===== src/rtl/mips_program_loader.sv =====
// Symbolic-instruction encoder feeding a small FIFO that streams MIPS words
// into instruction memory from a programmable base address.
module mips_program_loader #(
    parameter int ADDR_W = 10,
    parameter int DEPTH  = 4
) (
    input  logic              i_clk,
    input  logic              i_reset,
    input  logic              i_start,
    input  logic [ADDR_W-1:0] i_base_addr,
    input  logic              i_in_valid,
    output logic              o_in_ready,
    input  logic [3:0]        i_in_sel,
    input  logic [4:0]        i_in_rs,
    input  logic [4:0]        i_in_rt,
    input  logic [4:0]        i_in_rd,
    input  logic [25:0]       i_in_imm,
    input  logic              i_in_last,
    output logic              o_imem_we,
    input  logic              i_imem_ready,
    output logic [ADDR_W-1:0] o_imem_addr,
    output logic [31:0]       o_imem_wdata,
    output logic              o_done,
    output logic              o_err,
    output logic [ADDR_W:0]   o_word_count
);
    localparam int          PW       = $clog2(DEPTH);
    localparam logic [PW:0] FULL_CNT = (PW+1)'(DEPTH);
    localparam logic [3:0]  SEL_ILL  = 4'd15;

    typedef enum logic [1:0] {S_IDLE, S_RUN, S_DONE} state_t;

    state_t            r_state, w_state_nx;
    logic [31:0]       r_mem [DEPTH];
    logic [PW:0]       r_wptr, r_rptr;
    logic [ADDR_W-1:0] r_addr;
    logic [ADDR_W:0]   r_wcount;
    logic              r_err, r_last_seen;

    logic [PW:0] w_count, w_count_nx;
    logic        w_full, w_empty, w_in_ready, w_xfer, w_illegal, w_push;
    logic        w_we, w_commit, w_start, w_last_nx;
    logic [31:0] w_enc;

    // Pointers carry one extra wrap bit so full and empty are distinguishable.
    assign w_count    = r_wptr - r_rptr;
    assign w_full     = (w_count == FULL_CNT);
    assign w_empty    = (w_count == '0);
    assign w_in_ready = (r_state == S_RUN) && !w_full && !r_last_seen;
    assign w_xfer     = i_in_valid && w_in_ready;
    assign w_illegal  = (i_in_sel == SEL_ILL);
    assign w_push     = w_xfer && !w_illegal;
    assign w_we       = (r_state == S_RUN) && !w_empty;
    assign w_commit   = w_we && i_imem_ready;
    assign w_start    = i_start && (r_state != S_RUN);
    assign w_last_nx  = r_last_seen || (w_xfer && i_in_last);
    assign w_count_nx = w_count + (PW+1)'(w_push) - (PW+1)'(w_commit);

    always_comb begin
        w_enc = '0;
        case (i_in_sel)
            4'd1:  w_enc = {6'h00, i_in_rs, i_in_rt, i_in_rd, 5'h00, 6'h20};
            4'd2:  w_enc = {6'h00, i_in_rs, i_in_rt, i_in_rd, 5'h00, 6'h22};
            4'd3:  w_enc = {6'h00, i_in_rs, i_in_rt, i_in_rd, 5'h00, 6'h2A};
            4'd4:  w_enc = {6'h00, i_in_rs, i_in_rt, i_in_rd, 5'h00, 6'h27};
            4'd5:  w_enc = {6'h08, i_in_rs, i_in_rt, i_in_imm[15:0]};
            4'd6:  w_enc = {6'h0C, i_in_rs, i_in_rt, i_in_imm[15:0]};
            4'd7:  w_enc = {6'h0F, 5'h00,   i_in_rt, i_in_imm[15:0]};
            4'd8:  w_enc = {6'h23, i_in_rs, i_in_rt, i_in_imm[15:0]};
            4'd9:  w_enc = {6'h2B, i_in_rs, i_in_rt, i_in_imm[15:0]};
            4'd10: w_enc = {6'h04, i_in_rs, i_in_rt, i_in_imm[15:0]};
            4'd11: w_enc = {6'h05, i_in_rs, i_in_rt, i_in_imm[15:0]};
            4'd12: w_enc = {6'h02, i_in_imm};
            4'd13: w_enc = {6'h00, i_in_rs, 15'h0000, 6'h08};
            4'd14: w_enc = {6'h03, i_in_imm};
            default: w_enc = '0;
        endcase
    end

    // Look ahead on next-cycle occupancy so done rises the cycle after the final commit.
    always_comb begin
        w_state_nx = r_state;
        case (r_state)
            S_IDLE:  if (i_start) w_state_nx = S_RUN;
            S_RUN:   if (w_last_nx && (w_count_nx == '0)) w_state_nx = S_DONE;
            S_DONE:  if (i_start) w_state_nx = S_RUN;
            default: w_state_nx = S_IDLE;
        endcase
    end

    always_ff @(posedge i_clk) begin
        if (i_reset) r_state <= S_IDLE;
        else         r_state <= w_state_nx;
    end

    always_ff @(posedge i_clk) begin
        if (w_push) r_mem[r_wptr[PW-1:0]] <= w_enc;
    end

    always_ff @(posedge i_clk) begin
        if (i_reset) begin
            r_wptr      <= '0;
            r_rptr      <= '0;
            r_addr      <= '0;
            r_wcount    <= '0;
            r_err       <= 1'b0;
            r_last_seen <= 1'b0;
        end else if (w_start) begin
            r_wptr      <= '0;
            r_rptr      <= '0;
            r_addr      <= i_base_addr;
            r_wcount    <= '0;
            r_err       <= 1'b0;
            r_last_seen <= 1'b0;
        end else begin
            if (w_push) r_wptr <= r_wptr + 1'b1;
            if (w_commit) begin
                r_rptr   <= r_rptr + 1'b1;
                r_addr   <= r_addr + 1'b1;
                r_wcount <= r_wcount + 1'b1;
            end
            if (w_xfer && w_illegal) r_err <= 1'b1;
            if (w_xfer && i_in_last) r_last_seen <= 1'b1;
        end
    end

    assign o_in_ready   = w_in_ready;
    assign o_imem_we    = w_we;
    assign o_imem_addr  = r_addr;
    assign o_imem_wdata = w_empty ? 32'h0 : r_mem[r_rptr[PW-1:0]];
    assign o_done       = (r_state == S_DONE);
    assign o_err        = r_err;
    assign o_word_count = r_wcount;
endmodule

===== config.mk =====
export PLATFORM = sky130hd
export DESIGN_NAME = mips_program_loader
export DESIGN_NICKNAME = d
export VERILOG_FILES = /design/src/rtl/mips_program_loader.sv
export SDC_FILE = /design/constraint.sdc
export NUM_CORES = 1
export LEC_CHECK = 0
export CORE_ASPECT_RATIO = 1.75
export CORE_UTILIZATION = 29
export CTS_BUF_LIST = sky130_fd_sc_hd__clkbuf_4 sky130_fd_sc_hd__clkbuf_8 sky130_fd_sc_hd__clkbuf_16
export DETAILED_ROUTE_END_ITERATION = 16
export SLEW_MARGIN = 20
export SYNTH_ARGS = -nofsm -noshare
export SYNTH_HDL_FRONTEND = slang
export SYNTH_SLANG_ARGS = --single-unit

===== constraint.sdc =====
create_clock -name i_clk -period 5.5 [get_ports i_clk]
set_input_delay 1.1 -clock i_clk [delete_from_list [all_inputs] [get_ports i_clk]]
set_output_delay 1.1 -clock i_clk [all_outputs]
set_load 0.005 [all_outputs]

==> results.txt <==
status: completed
commonest non-fill, non-tap cells in the layout: edfxtp_1 (124), clkdlybuf4s50_1 (116), nor2_1 (38)
Sequential Area: 4390 µm²
filler cell count: 2341
max_cap viols: 0
area of the core: 24500 µm²
layout cell share with drive strength beyond 1: 12.8%
# H-tree levels: 4
placed cell areas: 8750 µm²
antenna viol nets, final: 0
CTS Buf Count: 17
Vias: 4702
Mapped Cells: 535
Yosys Warn Count: 0
Tot Pwr: 2.70 mW
root buf cell: clkbuf_16
Seq/Total Area, Yosys: 60.7%
fin cells: 974
routed wire length: 17.1 mm
Final period util: 81.2%
RSZ-0062 raised after global routing: no
Crit Path Max Fanout: 15
nets: 722
pre-CTS setup slack: 1020 ps
post-synthesis mux area share: 10.9%
Yosys top cell area share: 51.6%
Initial DRT Pass Iterations: 5
fin util: 37.9%
HPWL after DPL: 11.7 mm
first-pass GRT wire length: 27.0 mm
fmax: 0.224 GHz
Post-synth ARST share: 0%
worst-skew pair later-pin latency: 430 ps
crit path kind: reg2out
post-synthesis compound-gate area fraction: 9.60%
grt ovf: 0
worst-path cell chain: inv_1 -> ha_1 -> fa_1 -> nand2_1 -> nor2_4 -> buf_4 -> nor2b_1 -> clkdlybuf4s50_1
Mean Syn Cell Area: 13.5 µm²
Worst setup EP type: output port
CTS max path bufs: 2
die area: 25600 µm²
Worst Path Arrival: 3370 ps
Layout area overhead: 28.8%
DRC viols: 0
antenna violations before repair: 0
adder-cell share of the synthesized area: 2.98%
Hold Worst Slack: 474 ps
P_leak: 3.03 nW
Power Density: 290 nW/µm²
vias in the first global route: 4889
vias per inst: 4.83
Initial Util: 29.4%
Worst setup SP type: flop
worst hold-check path type: reg2reg
Post-Syn Area: 7220 µm²
Seq cells post-synth: 157
synth unique cells: 59
Setup-failing EPs final: 0
Synth Area in Simple Gates: 10.8%
global placer's final weighted congestion: 0.736
maximum VDD drop: 215 µV
CTS Hold Bufs: 0
clock period minus worst slack: 4470 ps
Routed WL per cell: 17.5 µm
TritonCTS clock tree: built
die span in x: 121 µm
n_diodes: 0
relative max-transition margin: 39.5%
max incr delay on CP: 580 ps
setup slack after layout: 1030 ps
max-slew violation count: 0
io pins: 118
top cell type by total area after synthesis: edfxtp_1
post-CTS setup buffer count: 0
Setup Skew: 14.3 ps
Critical Path RT: 4400 ps
ranking of synthesized cells by area: edfxtp_1 (52%), mux4_2 (9.7%), dfxtp_1 (9.1%)
largest family of logic cells by synthesized area: multiplexers
DP Cell Count: 942
setup_tns: 0 ps
GRT Overall Usage: 14.2%
CTS sink cnt: 157
Worst-path clk slew: 60 ps
Chip Height: 211 µm
commonest non-fill, non-tap cell in the layout: edfxtp_1
Hold Vio Cnt, Final: 0
Synth Area in XOR/XNOR: 1.92%
Placement Rows: 76
1st-iter DRT viols: 288
Slowest-stage cell, CP: fa_1
post-cts resize count: 0
port buffer count: 116
Slew @ Worst Pin: 907 ps
Primary FF master, synth: edfxtp_1
area of the multi-input gates: 2640 µm²
largest net degree at the start of global routing: 39
syn nets: 608
Post-synth EDFFs: 124
fin area: 9300 µm²
[worst max-delay path: cells and delay by family (launching register included)]
kind | cells | cell delay, ps
flip-flops | 1 | 400
AND/OR/NAND/NOR | 3 | 860
adder cells (fa/ha/maj) | 2 | 800
buffers and inverters | 3 | 880
[cell families (layout without fill, tap and decap cells)]
kind of cell	count (synthesis)	after routing
AND/OR/NAND/NOR	148	148
flip-flops	157	157
buffers and inverters	56	183
adder cells (fa/ha/maj)	17	17
multiplexers	40	40
other	1	1
AO/OA/AOI/OAI	104	104
XOR/XNOR	12	12
[registers in the layout, summed over array words and instances (netlist names), named ones only]
name,flops
o_word_count,11
r_wptr,3
r_state,2
o_err,1
r_mem,124
r_rptr,3
r_last_seen,1
o_imem_addr,10
[final timing paths]
check / to / cells past startpoint / from / slack (ps)
setup / recovery: o_imem_wdata[5] / 8 / r_wptr[0]$_SDFFE_PP0P_ / 1030
hold / removal: r_last_seen$_SDFFE_PP0P_ / 2 / r_last_seen$_SDFFE_PP0P_ / 470
hold reg to reg: r_last_seen$_SDFFE_PP0P_ / 2 / r_last_seen$_SDFFE_PP0P_ / 470
setup reg to reg: r_state[1]$_SDFFE_PP0P_ / 15 / r_wptr[0]$_SDFFE_PP0P_ / 1380
[power breakdown]
part | total [mW] | switching (mW) | internal [mW]
registers | 1.33 | 0.0159 | 1.32
logic | 0.265 | 0.133 | 0.132
clock network | 1.10 | 0.475 | 0.625
[per-layer routing]
metal / vias to the layer above / routed length, µm / GRT usage, %
met5: - / 0 / 0
met2: 106 / 9560 / 26.0
met3: 20 / 608 / 2.59
met4: 0 / 361 / 6.85
li1: 2273 / - / -
met1: 2303 / 6540 / 15.5
[Yosys cell counts, types with 2 or more instances]
library cell,instances
edfxtp_1,124
nor2_1,39
nor2b_1,34
dfxtp_1,33
mux4_2,31
o21ai_0,29
a21oi_1,25
clkbuf_1,25
inv_1,24
nand2_1,18
nand3_1,11
ha_1,10
o31ai_1,9
and2_1,8
mux2i_1,8
nor3_1,8
or4_1,8
a221oi_1,7
xor2_1,6
a211oi_1,5
a311oi_1,5
maj3_1,5
nand4_1,5
o211ai_1,5
xnor2_1,4
a22o_1,3
and3_1,3
buf_1,3
buf_2,3
or3_1,3
fa_1,2
nand2b_1,2
nand3b_1,2
nor4_1,2
o22ai_1,2
[final cells by class]
type | count | share of cell area [%]
Tap cell | 312 | 4.20
Inverter | 24 | 0.969
Timing Repair Buffer | 127 | 13.4
Multi-Input combinational cell | 322 | 28.3
Clock inverter | 14 | 1.32
Clock buffer | 18 | 4.65
Sequential cell | 157 | 47.1
(Power assumes the default switching activity.)
